`src/rtl/risc_seq_ctrl.sv`:
```
// Sequencer for a tiny two-register RISC datapath: a 16-word program store,
// fetch/step/execute control and decoded datapath strobes.
module risc_seq_ctrl #(
  parameter int CNT_W = 8
) (
  input  logic             clk,
  input  logic             rst,
  input  logic             load_valid,
  output logic             load_ready,
  input  logic [3:0]       load_addr,
  input  logic [7:0]       load_data,
  input  logic             start,
  input  logic             step_mode,
  input  logic             step,
  output logic [3:0]       pc,
  output logic [1:0]       alu_op,
  output logic             rf_we,
  output logic             rf_waddr,
  output logic             rf_wsel,
  output logic [3:0]       imm,
  output logic             busy,
  output logic             halted,
  output logic [CNT_W-1:0] retired
);

  typedef enum logic [2:0] {
    S_IDLE,
    S_FETCH,
    S_WAIT,
    S_EXEC,
    S_HALTED
  } state_t;

  state_t           state, state_nx;
  logic [7:0]       imem [16];
  logic [7:0]       ir, ir_nx;
  logic [3:0]       pc_nx;
  logic [CNT_W-1:0] retired_nx;
  logic [3:0]       opcode;

  assign opcode = ir[7:4];
  assign imm    = ir[3:0];

  always_comb begin
    load_ready = (state == S_IDLE) || (state == S_HALTED);
    busy       = (state == S_FETCH) || (state == S_WAIT) || (state == S_EXEC);
    halted     = (state == S_HALTED);
  end

  // Program store has no reset so a loaded program survives rst.
  always_ff @(posedge clk) begin
    if (rst && load_valid && load_ready) begin
      imem[load_addr] <= load_data;
    end
  end

  always_ff @(posedge clk) begin
    if (!rst) begin
      state   <= S_IDLE;
      pc      <= '0;
      ir      <= '0;
      retired <= '0;
    end else begin
      state   <= state_nx;
      pc      <= pc_nx;
      ir      <= ir_nx;
      retired <= retired_nx;
    end
  end

  always_comb begin
    state_nx   = state;
    pc_nx      = pc;
    ir_nx      = ir;
    retired_nx = retired;
    case (state)
      S_IDLE, S_HALTED: begin
        if (start) begin
          state_nx   = S_FETCH;
          pc_nx      = '0;
          retired_nx = '0;
        end
      end
      S_FETCH: begin
        ir_nx    = imem[pc];
        state_nx = step_mode ? S_WAIT : S_EXEC;
      end
      S_WAIT: begin
        if (step) begin
          state_nx = S_EXEC;
        end
      end
      S_EXEC: begin
        retired_nx = retired + CNT_W'(1);
        state_nx   = S_FETCH;
        case (opcode)
          4'h6:    pc_nx = ir[3:0];
          4'h7:    state_nx = S_HALTED;
          default: pc_nx = pc + 4'd1;
        endcase
      end
      default: state_nx = S_IDLE;
    endcase
  end

  // Datapath strobes are only meaningful during the single EXEC cycle.
  always_comb begin
    rf_we    = 1'b0;
    rf_wsel  = 1'b0;
    rf_waddr = 1'b0;
    alu_op   = 2'd0;
    if (state == S_EXEC) begin
      case (opcode)
        4'h0, 4'h1, 4'h2, 4'h3: begin
          rf_we  = 1'b1;
          alu_op = opcode[1:0];
        end
        4'h4: begin
          rf_we    = 1'b1;
          rf_wsel  = 1'b1;
          rf_waddr = ir[2];
        end
        default: ;
      endcase
    end
  end

endmodule

```
`config.mk`:
```
export PLATFORM = sky130hd
export DESIGN_NAME = risc_seq_ctrl
export DESIGN_NICKNAME = d
export VERILOG_FILES = /design/src/rtl/risc_seq_ctrl.sv
export SDC_FILE = /design/constraint.sdc
export NUM_CORES = 1
export LEC_CHECK = 0
export ABC_AREA = 1
export CORE_ASPECT_RATIO = 0.7
export CORE_UTILIZATION = 25
export DETAILED_ROUTE_END_ITERATION = 7
export MAX_ROUTING_LAYER = met4
export PLACE_DENSITY = 0.52
export SETUP_SLACK_MARGIN = 0.05
export SLEW_MARGIN = 20
export SYNTH_ARGS = -nofsm -noshare
export SYNTH_HDL_FRONTEND = slang
export SYNTH_SLANG_ARGS = --single-unit
export TNS_END_PERCENT = 1
```
`constraint.sdc`:
```
create_clock -name clk -period 1.94 [get_ports clk]
set_input_delay 0.388 -clock clk [delete_from_list [all_inputs] [get_ports clk]]
set_output_delay 0.388 -clock clk [all_outputs]
set_load 0.05 [all_outputs]
```
Yosys cells after proc, flatten, opt, wreduce, memory -nomap -nowiden

Memories as Yosys holds them, arrays and structs flattened. A register that Yosys moved wholly into a read port is not among the register bits.
Cells that the tools add are included.

Flip-flop bits (word level): 15
RAM bits: 128
Input port bits: 18
Output and inout port bits: 24
Logic and storage cells: 54
Memories: 1

Add/sub/neg operators: 2
Equality and inequality tests: 13
Mux-type cells: 20
Reductions and logical operators: 15

Memories:

| memory | depth | bits a word | read ports | clocked after Yosys merged registers in | wr ports | line | source |
|---|---|---|---|---|---|---|---|
| imem   | 16    | 8           | 1          | 1                                       | 1        | 35   | `logic [7:0] imem [16];` |

Operators by type and width:

| operator                                                               | number |
|---|---|
| 4-bit one-hot mux with 2 select lines                                  | 2 |
| 8-bit one-hot mux with 2 select lines                                  | 1 |
| 4-bit by 3-bit equality test with 1-bit output (second input constant) | 3 |
| 3-bit one-hot mux with 4 select lines                                  | 1 |
| 1-bit 2-to-1 mux                                                       | 9 |
| 3-bit 2-to-1 mux                                                       | 3 |
| 8-bit by 1-bit adder with 8-bit output (second input constant)         | 1 |
| 4-bit by 2-bit equality test with 1-bit output (second input constant) | 2 |
| 8-bit 2-to-1 mux                                                       | 1 |
| 3-bit by 2-bit equality test with 1-bit output (second input constant) | 2 |
| 2-bit != test (second input constant)                                  | 3 |
| 5-bit OR reduction                                                     | 1 |
| 4-bit by 1-bit adder with 4-bit output (second input constant)         | 1 |
| 4-bit by 1-bit equality test with 1-bit output (second input constant) | 1 |
| 4-bit logical NOT                                                      | 1 |
| 2-bit 2-to-1 mux                                                       | 2 |
| 4-bit 2-to-1 mux                                                       | 1 |
| 2-bit AND reduction                                                    | 2 |
| 4-bit OR reduction                                                     | 1 |
| 3-bit by 1-bit equality test with 1-bit output (second input constant) | 1 |
| 3-bit equality test (second input constant)                            | 1 |
| 3-bit logical NOT                                                      | 1 |
| 1-bit logical OR                                                       | 3 |
| 3-bit AND reduction                                                    | 1 |
| other kinds (4)                                                        | 5 |

Longest topological paths before layout

Depth after elaboration: 5
Mapped depth: 11
Mapped depth without buffers: 9

Least setup slack after synthesis

OpenSTA, ideal clock, no wires.

Path kind: flip-flop to output port
From: register state[0]
To: output rf_we
Arrival time: 1.729 ns
Data required time: 1.552 ns
Setup slack: -0.177 ns
Stages on the path, launching flop included: 3
Buffers on the path: 0
Cells stage by stage: dfxtp_1 > nand3_4 > o21ai_0

Word-level cells in the longest chain between the ends: 2

Ends and longest elaborated chain:

| item                                           | line | source |
|---|---|---|
| from (decl)                                    | 34   | `state_t state, state_nx;` |
| from (signal assigned)                         | 64   | `state <= state_nx;` |
| 3-bit by 2-bit equality test with 1-bit output | 112  | `if (state == S_EXEC) begin` |
| 1-bit 2-to-1 mux                               | 112  |  |
| to (decl)                                      | 17   | `output logic rf_we,` |

No other way between the ends.

Worst setup path after layout

From: register state[2]
To: output rf_waddr

Word-level cells in the longest chain between the ends: 2

Ends and longest elaborated chain:

| item                                           | line | source |
|---|---|---|
| 3-bit by 2-bit equality test with 1-bit output | 112  |  |
| 1-bit 2-to-1 mux                               | 112  |  |
| to (decl)                                      | 18   | `output logic rf_waddr,` |

No other way between the ends.

==> results.sh <==
export IMPL_pwr_share_clk_pct=39.8
export IMPL_worst_r2r_startpoint="state[0]$_SDFFE_PN0P_"
export IMPL_cpMaxStageDelayCell="dfxtp_1"
export IMPL_p_leak_nw=3.434
export IMPL_fin_crit_sh_pct=95.39
export IMPL_synth_enable_flop_cells=128
export IMPL_final_cells=1141
export IMPL_pwr_share_comb_pct=13.9
export IMPL_place_area_mm2=0.007791
export IMPL_clk_latency_ns=0.42
export IMPL_rsz0062_at_grt="yes"
export IMPL_clkTransAtPathRegs_ns=0.06
export IMPL_seq_power_share_pct=46.2
export IMPL_cts_tree="done"
export IMPL_dp_slack_ns=-0.05469
export IMPL_ys_seq_elements=151
export IMPL_grt_usage_pct=14.05
export IMPL_via_per_inst=4.225
export IMPL_final_setup_worst_slack_ns=0.08948
export IMPL_drive_above_1_share_pct=16.20
export IMPL_r2r_end="imem[2][2]$_DFFE_PP_"
export IMPL_total_power_mw=7.967
export IMPL_grt_pass1_vias=4587
export IMPL_num_fill_cells=2719
export IMPL_synth_area_leader_cell="edfxtp_1"
export IMPL_root_buffer="clkbuf_16"
export IMPL_regArea_mm2=0.004312
export IMPL_multi_input_area_mm2=0.001879
export IMPL_swShare_pct=26.36
export IMPL_fmax_mhz=540.4
export IMPL_fin_crit_ns=1.851
export IMPL_hold_depth=2
export IMPL_drv_slew=0
export IMPL_ir_worst_vdd_v=0.0005769
export IMPL_drtPass1Iterations=5
export IMPL_drc_errors=0
export IMPL_ys_seq_area_share_pct=63.75
export IMPL_antenna_cells=0
export IMPL_p_int_mw=5.867
export IMPL_hold_viol=0
export IMPL_cts_made_buffers=17
export IMPL_hold_class="flip-flop to flip-flop"
export IMPL_synthArstFlopShare_pct=0
export IMPL_fin_worst_skew_ns=0.006504
export IMPL_drv_cap=0
export IMPL_chipWidth_um=198.4
export IMPL_whs_ns=0.4824
export IMPL_grt_start_max_net_pins=65
export IMPL_cts_sinks=151
export IMPL_io_pins=42
export IMPL_path_cells="inv_2 > nand3_4 > buf_4 > nor3_4 > buf_12"
export IMPL_status="finished clean"
export IMPL_antenna_found_initial=0
export IMPL_die_y_um=139.5
export IMPL_clockBufferDepth=2
export IMPL_r2r_slack_ns=0.30
export IMPL_die_area_mm2=0.02768
export IMPL_drt_total_wl_mm=17.84
export IMPL_dpl_hpwl_mm=12.00
export IMPL_final_util_pct=32.39
export IMPL_switchingPower_mw=2.100
export IMPL_hold_path_startpoint="retired[5]$_SDFFE_PN0P_"
export IMPL_startpoint_type="flip-flop"
export IMPL_cts_htree_levels=4
export IMPL_avgSynthCellArea_um2=9.700
export IMPL_antenna_left=0
export IMPL_gp_congestion=0.8117
export IMPL_syn_to_final_growth_pct=25.31
export IMPL_critPathRequiredTime_ns=1.55
export IMPL_end_kind="primary output"
export IMPL_synth_warning_count=0
export IMPL_holdPathEnd="retired[5]$_SDFFE_PN0P_"
export IMPL_ff2ff_path_depth=7
export IMPL_critPathMaxStageDelay_ns=0.33
export IMPL_placed_cells=1101
export IMPL_power_density_mw_per_mm2=941.7
export IMPL_yosys_cell_count_top_type="nand2_1"
export IMPL_synth_cell_type_count=36
export IMPL_finalSetupViolCount=0
export IMPL_port_buffers=41
export IMPL_path_class="flip-flop to primary output"
export IMPL_wire_per_inst_um=15.63
export IMPL_relSlewSlack_pct=63.85
export IMPL_setup_tns_final_ns=0
export IMPL_vias=4821
export IMPL_tightestPinTransition_ns=0.5415
export IMPL_worstPathMaxFanout=6
export IMPL_synthTopCellsByArea="edfxtp_1 57%, nand2_1 13%, nand3_1 7.3%, dfxtp_1 6.8%, inv_1 5.2%"
export IMPL_grt_ovfl_total=0
export IMPL_design_area_mm2=0.008461
export IMPL_start_util_pct=25.85
export IMPL_fin_nets=791
export IMPL_grt_pass1_wl_mm=27.36
export IMPL_yosysTopAreaCellShare_pct=56.93
export IMPL_mappedNetlistNets=716
export IMPL_drtIter0Drc=472
export IMPL_syn_area_mm2=0.006751
export IMPL_synthTopCellsByCount="234 x nand2_1, 128 x edfxtp_1, 98 x nand3_1, 93 x inv_1, 29 x nor2_1"
export IMPL_synth_main_ff_cell="edfxtp_1"
export IMPL_num_rows=49
export IMPL_worstPathArrival_ns=1.46
export IMPL_syn_inst=696
export IMPL_core_area_mm2=0.02612
## how the worst max path moves through the flow
stage,start,endpoint,slack [ns],depth (start not counted)
6_report,state[2]$_SDFFE_PN0P_,rf_waddr,0.09,5
4_1_cts,state[2]$_SDFFE_PN0P_,alu_op[0],-0.01,6
5_1_grt,state[2]$_SDFFE_PN0P_,rf_waddr,0.02,5
2_1_floorplan,state[0]$_SDFFE_PN0P_,rf_waddr,-0.16,2
3_3_place_gp,rst,imem[1][1]$_DFFE_PP_,-0.1,7
3_5_place_dp,rst,imem[2][1]$_DFFE_PP_,-0.05,7
## routing by layer
layer	part of all wire (%)	track usage, %	wire, um	up-vias
met4	0.84	3.279	150	0
met2	41	18.56	7305	157
met1	52	21.41	9298	2240
met5	0	-	0	-
met3	6.1	3.005	1080	13
li1	-	-	-	2411
## registers in the layout, summed over array words and instances (netlist names)
name,cells
state,3
ir,8
retired,8
imem,128
pc,4
## critical path: cells and delay by family (launching register included)
family,cells,cell delay [ns]
buf+inv,3,0.43
simple gates,2,0.28
flops,1,0.33
## timing repair
action | in CTS | in global routing
hold buffers | 0 | 0
gates resized for setup | 9 | 9
pin swaps | 0 | 3
buffers inserted | 0 | 8
setup endpoints to repair | 7 | 5
## power by group through the flow
stage | combinational [mW] | sequential (mW) | clock, mW
2_1_floorplan | 0.666 | 3.74 | 0
3_3_place_gp | 1.05 | 3.74 | 0
3_5_place_dp | 1.05 | 3.74 | 0
4_1_cts | 1.06 | 3.68 | 3.23
5_1_grt | 1.21 | 3.69 | 3.37
6_report | 1.11 | 3.68 | 3.17
## logic make-up after synthesis
logic type	after synthesis	synth area share, %
compound gates	33	2.835
xor+xnor	1	0.1297
fa+ha+maj	2	0.3706
flops	151	63.75
buf+inv	131	9.044
simple gates	378	23.87
## area by class of cell
cell class	instances	share of cell area (%)
flip-flops and latches	151	50.96
repair buffers	88	10.41
clock inverters	14	1.582
well taps	357	5.280
clock buffers	18	5.072
multi-input cells	414	22.21
inverters	99	4.481
## cells in the final DEF, fill, tap and decap left out, drive strengths merged
master,synthesis,routed
nor4,1,1
ha,2,2
dfxtp,23,23
o211ai,3,3
buf,30,69
clkbuf,2,18
nand4,1,1
a21oi,18,18
o22ai,1,1
or2,1,1
clkinv,1,8
o21a,3,3
nor2,31,31
dlygate4sd2,0,2
xnor2,1,1
o21ai,7,7
clkinvlp,0,4
nand3,102,102
bufinv,0,2
edfxtp,128,128
nand2,236,236
o21bai,1,1
clkdlybuf4s50,0,17
nor3,6,6
inv,98,99
No activity file was read; power rests on OpenSTA's default activity.
